`src/rtl/neuron_data_feeder.sv`:
```
// Sample memory and request-driven fetch sequencer feeding {x1, x2, t} training
// samples to a neuron controller, one sample per request, wrapping each epoch.
module neuron_data_feeder #(
   parameter int DATA_W = 8,
   parameter int DEPTH  = 16,
   localparam int ADDR_W = $clog2(DEPTH)
) (
   input  logic                     clk,
   input  logic                     rst,
   input  logic                     wrEn,
   input  logic [ADDR_W-1:0]        wrAddr,
   input  logic signed [DATA_W-1:0] wrX1,
   input  logic signed [DATA_W-1:0] wrX2,
   input  logic signed [DATA_W-1:0] wrT,
   input  logic                     ldCount,
   input  logic [ADDR_W:0]          cntIn,
   input  logic                     rewind,
   input  logic                     requestFlag,
   output logic                     dataReady,
   output logic signed [DATA_W-1:0] x1,
   output logic signed [DATA_W-1:0] x2,
   output logic signed [DATA_W-1:0] t,
   output logic                     flagEOF,
   output logic [ADDR_W-1:0]        sampleIdx,
   output logic                     emptyErr
);

   typedef enum logic [1:0] {IDLE, FETCH, VALID, HOLD} state_t;

   localparam logic [ADDR_W:0] ONE     = 1;
   localparam logic [ADDR_W:0] DEPTH_C = DEPTH;

   state_t                  state;
   logic [ADDR_W-1:0]       rdPtr;
   logic [ADDR_W:0]         cntReg;
   logic [3*DATA_W-1:0]     mem [DEPTH];

   logic [ADDR_W:0]         cnt_last;
   logic [ADDR_W:0]         ptr_inc;
   logic                    ptr_wrap;
   logic [ADDR_W:0]         cnt_sat;

   assign cnt_last = cntReg - ONE;
   assign ptr_inc  = {1'b0, rdPtr} + ONE;
   // Wrapping also on ptr_inc >= cntReg keeps rdPtr below cntReg even if the
   // count shrank after the fetch.
   assign ptr_wrap = flagEOF || (ptr_inc >= cntReg);
   assign cnt_sat  = (cntIn > DEPTH_C) ? DEPTH_C : cntIn;

   // NOTE: sample storage is deliberately not reset so samples survive rst;
   // without a reset it maps onto plain RAM.
   always_ff @(posedge clk) begin
      if (wrEn) mem[wrAddr] <= {wrX1, wrX2, wrT};
   end

   // NOTE: all state uses non-blocking assignments, so a FETCH reads the
   // pre-edge memory word, rdPtr and cntReg even when they are written on the
   // same edge; later assignments below override earlier ones (rewind wins).
   always_ff @(posedge clk) begin
      if (rst) begin
         state     <= IDLE;
         rdPtr     <= '0;
         cntReg    <= '0;
         dataReady <= 1'b0;
         x1        <= '0;
         x2        <= '0;
         t         <= '0;
         flagEOF   <= 1'b0;
         sampleIdx <= '0;
         emptyErr  <= 1'b0;
      end else begin
         dataReady <= 1'b0;
         case (state)
            IDLE: begin
               if (requestFlag) begin
                  if (cntReg != '0) state <= FETCH;
                  else              emptyErr <= 1'b1;
               end
            end
            FETCH: begin
               {x1, x2, t} <= mem[rdPtr];
               sampleIdx   <= rdPtr;
               flagEOF     <= ({1'b0, rdPtr} == cnt_last);
               dataReady   <= 1'b1;
               state       <= VALID;
            end
            VALID: begin
               rdPtr <= ptr_wrap ? '0 : ptr_inc[ADDR_W-1:0];
               state <= HOLD;
            end
            HOLD: begin
               if (!requestFlag) state <= IDLE;
            end
            default: state <= IDLE;
         endcase

         if (ldCount) begin
            cntReg   <= cnt_sat;
            emptyErr <= 1'b0;
         end
         if (ldCount || rewind) rdPtr <= '0;
      end
   end

endmodule

```
`config.mk`:
```
export PLATFORM = sky130hd
export DESIGN_NAME = neuron_data_feeder
export DESIGN_NICKNAME = d
export VERILOG_FILES = /design/src/rtl/neuron_data_feeder.sv
export SDC_FILE = /design/constraint.sdc
export NUM_CORES = 1
export LEC_CHECK = 0
export BUFFER_PORTS_ARGS = -buffer_cell sky130_fd_sc_hd__buf_2
export CAP_MARGIN = 25
export CORE_ASPECT_RATIO = 0.75
export CORE_MARGIN = 4
export CORE_UTILIZATION = 26
export CTS_CLUSTER_SIZE = 8
export DETAILED_ROUTE_END_ITERATION = 7
export PLACE_DENSITY_LB_ADDON = 0.25
export SLEW_MARGIN = 20
export SYNTH_ARGS = -nofsm -noshare
export SYNTH_HDL_FRONTEND = slang
export SYNTH_SLANG_ARGS = --single-unit
```
`constraint.sdc`:
```
create_clock -name clk -period 4.2 [get_ports clk]
set_input_delay 0 -clock clk [delete_from_list [all_inputs] [get_ports clk]]
set_output_delay 0 -clock clk [all_outputs]
set_load 0.05 [all_outputs]
```
* Word-level counts from Yosys, hierarchy flattened *
Memories as Yosys holds them, arrays and structs flattened. A register that Yosys moved wholly into a read port is not among the register bits.
Cells that the tools add are included.

operators by class
  bitwise gates (word level) = 1
  reduce and logical (&&, ||, !) cells = 8
  order comparisons = 2
  $add $sub $neg = 2
  eq/ne operators = 7
  multiplexer cells = 9

operators with widths
  operator               count
  $pmux W2 S4            1
  $mux W2                3
  $ne A2 B2 Y1 const B   3
  $reduce_and A3 Y1      2
  $add A4 B1 Y5 const B  1
  $eq A4 B5 Y1           1
  $ge A5 B5 Y1           1
  $gt A5 B5 Y1 const B   1
  $mux W5                1
  $reduce_bool A5 Y1     1
  $sub A5 B1 Y5 const B  1
  $eq A2 B2 Y1 const B   2
  $mux W4                1
  $reduce_or A2 Y1       2
  $mux W1                3
  $eq A2 B1 Y1 const B   1
  $logic_not A2 Y1       1
  $logic_or A1 B1 Y1     2
  $not A1 Y1             1

storage, ports and cells
  register bits after elaboration = 18
  memories = 1
  output and inout bits = 31
  memory bits (writable) = 384
  logic and storage cells = 37

memory list
  name  words  width  rd ports  clocked after memory_dff  write ports  RTL line  source
  mem   16     24     1         1                         1            36        logic [3*DATA_W-1:0] mem [DEPTH];

* Logic depth before layout (Yosys ltp) *
  word-level depth = 4
  depth in mapped cells = 9

* Worst setup path before layout *
No wires, ideal clock.

  path kind = input -> register
  start = in wrAddr[2]
  end = mem mem[0][0] (netlist bit) (enable)
  data required time = 3.765 ns
  data arrival time = 2.182 ns
  path slack = 1.583 ns
  stages on the path = 2
  setup time = 0.435 ns
  path buffers = 0
  cell sequence = or3b_2 nor3_1

RTL lines
  item         RTL line  source
  from (decl)  11        input logic [ADDR_W-1:0] wrAddr,
  to (decl)    36

Straight into the memory's write port.

* Worst setup path after layout *
  start = reg state[1]
  end = reg x1[0]

between the ends
  longest elaborated chain between the ends = 1

ends and longest elaborated chain
  item                    RTL line  source
  from (decl)             33        state_t state;
  from (signal assigned)  61        state <= IDLE;
  from (signal assigned)  76        if (cntReg != '0) state <= FETCH;
  from (signal assigned)  85        state <= VALID;
  $eq A2 B1 Y1            73        case (state)
  to (signal assigned)    81        {x1, x2, t} <= mem[rdPtr];
  to (decl)               20        output logic signed [DATA_W-1:0] x1,

Every way passes these cells.
A chain may end at the register's enable or synchronous reset.

==> insert_results.sql <==
INSERT INTO impl_metrics (metric_group, metric, value, unit) VALUES
('grt', 'grt_pass1_wl', '63.59', 'mm'),
('detailed_routing', 'maxUsedRoutingLayer', 'met5', ''),
('hold_path', 'holdPathEnd', 'mem[4][10]', ''),
('floorplan', 'floorplan.core_area', '63760', 'um2'),
('sta', 'grt_setup_unrepaired', 'false', ''),
('detailed_routing', 'route.detailed.vias_per_inst', '4.429', ''),
('detailed_routing', 'drc_errors', '0', ''),
('detailed_routing', 'drtAntennaViolNets', '0', ''),
('floorplan', 'chipHeight', '228.1', 'um'),
('power_and_ir_drop', 'power_frac_clock', '0.434', ''),
('synthesis', 'netlist_top_cells_count', 'sky130_fd_sc_hd__edfxtp_1, sky130_fd_sc_hd__mux2i_1, sky130_fd_sc_hd__nand2_1', ''),
('setup_path', 'worstReg2RegStart', 'state[1]', ''),
('sta', 'tightestPinTransition', '1.066', 'ns'),
('setup_path', 'endpoint_kind_of_the_worst_setup_timing_path', 'flip-flop', ''),
('cts', 'cts_buffer_depth', '3', ''),
('setup_path', 'critical_path.max_stage_delay', '0.76', 'ns'),
('outcome', 'run_status', 'completed', ''),
('setup_path', 'crit_path_top_delay_cell', 'sky130_fd_sc_hd__nand3b_1', ''),
('synthesis', 'synth-async-reset-ratio', '0', ''),
('grt', 'grtUsageTotal', '0.1241', ''),
('grt', 'grt_antenna_before_repair', '1', ''),
('cts', 'cts_tree', 'done', ''),
('sta', 'finalSetupTns', '0', 'ns'),
('power_and_ir_drop', 'sequentialPowerShare', '0.484', ''),
('power_and_ir_drop', 'cellInternalPower', '0.007620', 'W'),
('cts', 'clk-insertion-delay-late', '0.59', 'ns'),
('synthesis', 'post-synth-top-area-fraction', '0.6864', ''),
('cells_and_area', 'final_cell_count_no_fill', '2089', ''),
('setup_path', 'critical_path.most_common_cell', 'sky130_fd_sc_hd__nand3_1', ''),
('synthesis', 'yosysSeqAreaShare', '0.7365', ''),
('synthesis', 'yosys_register_bits', '426', ''),
('sta', 'final.period_utilization', '0.6108', ''),
('synthesis', 'post_syn_instances', '1043', ''),
('grt', 'grt_start_max_net_pins', '55', ''),
('floorplan', 'die_w', '301.5', 'um'),
('job', 'drv_cap', '0', ''),
('detailed_routing', 'drt_iter0_markers', '670', ''),
('setup_path', 'cp_cell_instances', 'inv_1 > ha_1 > nand3b_1 > buf_4 > a21oi_1 > nand3_1 > nand3_1', ''),
('detailed_routing', 'routedLengthMet1', '22.73', 'mm'),
('floorplan', 'placement_rows', '80', ''),
('cts', 'cts_max_level', '2', ''),
('detailed_routing', 'detail_route.wl_per_cell', '20.72', 'um'),
('setup_path', 'timing.critical_path.arrival', '3.09', 'ns'),
('cts', 'ctsResizeCount', '0', ''),
('sta', 'finalMaxSlewViolations', '0', ''),
('cts', 'cts-root-buf', 'sky130_fd_sc_hd__clkbuf_16', ''),
('sta', 'fmax', '0.3898', 'GHz'),
('hold_path', 'worst_hold_path_type', 'input pin to flip-flop', ''),
('cts', 'worst_setup_hold_path_clk_slew', '0.05', 'ns'),
('grt', 'overflow', '0', ''),
('setup_path', 'path_class', 'flip-flop to flip-flop', ''),
('synthesis', 'synth.distinct_cells', '41', ''),
('power_and_ir_drop', 'swShare', '0.2407', ''),
('power_and_ir_drop', 'power.switching', '0.002416', 'W'),
('synthesis', 'netlist_area', '16800', 'um2'),
('synthesis', 'per_instance_average_area_after_synthesis', '16.11', 'um2'),
('power_and_ir_drop', 'leakage_dissipation', '6.276', 'nW'),
('setup_path', 'timing.reg2reg.setup_slack', '1.63', 'ns'),
('setup_path', 'depth_of_the_worst_register_to_register_path', '7', ''),
('place', 'port-buffer-count', '69', ''),
('detailed_routing', 'met3WireLength', '2.124', 'mm'),
('grt', 'first_global_vias', '9337', ''),
('floorplan', 'io_pins', '70', ''),
('cells_and_area', 'antenna_cells_inserted', '0', ''),
('floorplan', 'die-area', '68780', 'um2'),
('sta', 'max_slew_margin', '0.2895', ''),
('synthesis', 'synth_top_flop_cell', 'sky130_fd_sc_hd__edfxtp_1', ''),
('synthesis', 'syn-num-nets', '1094', ''),
('setup_path', 'critPathMaxFanout', '14', ''),
('cts', 'post-cts-setup-buffer-count', '0', ''),
('floorplan', 'start_util', '0.2635', '');
[cells by family (layout without fill, tap and decap cells)]
logic type | Yosys count | in the layout | share of synthesized area
AO/OA/AOI/OAI | 122 | 122 | 0.05139
flip-flops | 426 | 426 | 0.7365
AND/OR/NAND/NOR | 214 | 214 | 0.05921
multiplexers | 197 | 197 | 0.1174
buffers and inverters | 67 | 252 | 0.02354
XOR/XNOR | 5 | 5 | 0.003054
adder cells (fa/ha/maj) | 12 | 12 | 0.008938
[power groups by stage]
| stage | clock network [W] | logic (W) | registers (W) |
|---|---|---|---|
| 2_1_floorplan | 0 | 0.000299 | 0.00513 |
| 3_3_place_gp | 0 | 0.000780 | 0.00494 |
| 3_5_place_dp | 0 | 0.000794 | 0.00494 |
| 4_1_cts | 0.00447 | 0.000823 | 0.00485 |
| 5_1_grt | 0.00469 | 0.000889 | 0.00487 |
| 6_report | 0.00436 | 0.000823 | 0.00485 |
[flip-flops by register name, indices dropped and copies added (netlist names)]
signal / count
emptyErr: 1
x2: 8
dataReady: 1
t: 8
flagEOF: 1
rdPtr: 4
state: 2
sampleIdx: 4
x1: 8
mem: 384
cntReg: 5
[area by class of cell]
| cell class | instances | area [um2] |
|---|---|---|
| Fill cell | 6242 | 43350 |
| Sequential cell | 426 | 12380 |
| Multi-Input combinational cell | 550 | 4165 |
| Clock buffer | 102 | 1638 |
| Tap cell | 861 | 1077 |
| Timing Repair Buffer | 136 | 1049 |
| Clock inverter | 4 | 61.31 |
| Inverter | 10 | 37.54 |
[how the worst max path moves through the flow]
stage                     startpoint   endpoint  slack, ns  depth (start not counted)
after global routing        state[1]      x1[0]       1.44                          7
final                       state[1]      x1[0]       1.63                          7
after global placement      state[1]      x2[4]       1.79                          7
after floorplan            wrAddr[2]  mem[0][0]       1.58                          2
after detailed placement    state[1]      x1[0]       1.65                          7
after CTS                   state[1]      x1[0]       1.64                          7
[layout by cell type, fill, tap and decap left out, types with 3 or more instances in the layout]
cell                            netlist  layout
sky130_fd_sc_hd__a21oi_1             33      33
sky130_fd_sc_hd__a21oi_2             20      20
sky130_fd_sc_hd__a22oi_1             48      48
sky130_fd_sc_hd__buf_16               0       5
sky130_fd_sc_hd__buf_2               17      69
sky130_fd_sc_hd__buf_4               14      26
sky130_fd_sc_hd__clkbuf_1            19      43
sky130_fd_sc_hd__clkbuf_16            0      59
sky130_fd_sc_hd__dfxtp_1             42      40
sky130_fd_sc_hd__dlygate4sd3_1        0      35
sky130_fd_sc_hd__edfxtp_1           384     384
sky130_fd_sc_hd__ha_1                12      12
sky130_fd_sc_hd__inv_1               10      10
sky130_fd_sc_hd__mux2i_1            197     197
sky130_fd_sc_hd__nand2_1             79      79
sky130_fd_sc_hd__nand2b_1             9       9
sky130_fd_sc_hd__nand3_1             75      75
sky130_fd_sc_hd__nand3b_1             3       3
sky130_fd_sc_hd__nor2_1              23       8
sky130_fd_sc_hd__nor2_4               0      13
sky130_fd_sc_hd__nor2b_1              9       5
sky130_fd_sc_hd__nor2b_2              0       4
sky130_fd_sc_hd__nor3_2               0       4
sky130_fd_sc_hd__o211ai_1             5       5
sky130_fd_sc_hd__o21ai_0              4       4
sky130_fd_sc_hd__o22ai_1              4       4
[through the flow]
stage	power, W	utilization	worst slack, ns
finish	0.01004	0.3201	1.635
global route	0.01044	0.3201	1.442
CTS	0.01015	0.3196	1.637
detailed placement	0.005732	0.2875	1.651
global placement	0.005715	0.2858	1.785
floorplan	0.005430	-	1.583
[layer usage]
layer | GRT usage | vias to the layer above
met5 | 0 | -
met4 | 0.02435 | 2
met3 | 0.02462 | 58
met2 | 0.1742 | 207
met1 | 0.1964 | 4679
li1 | - | 4307
[tightest hold or removal path: cells and delay by family]
family	cells	cell delay, ns
buf+inv	2	0.38
simple gates	1	0.08
No activity file was read; power rests on OpenSTA's default activity.
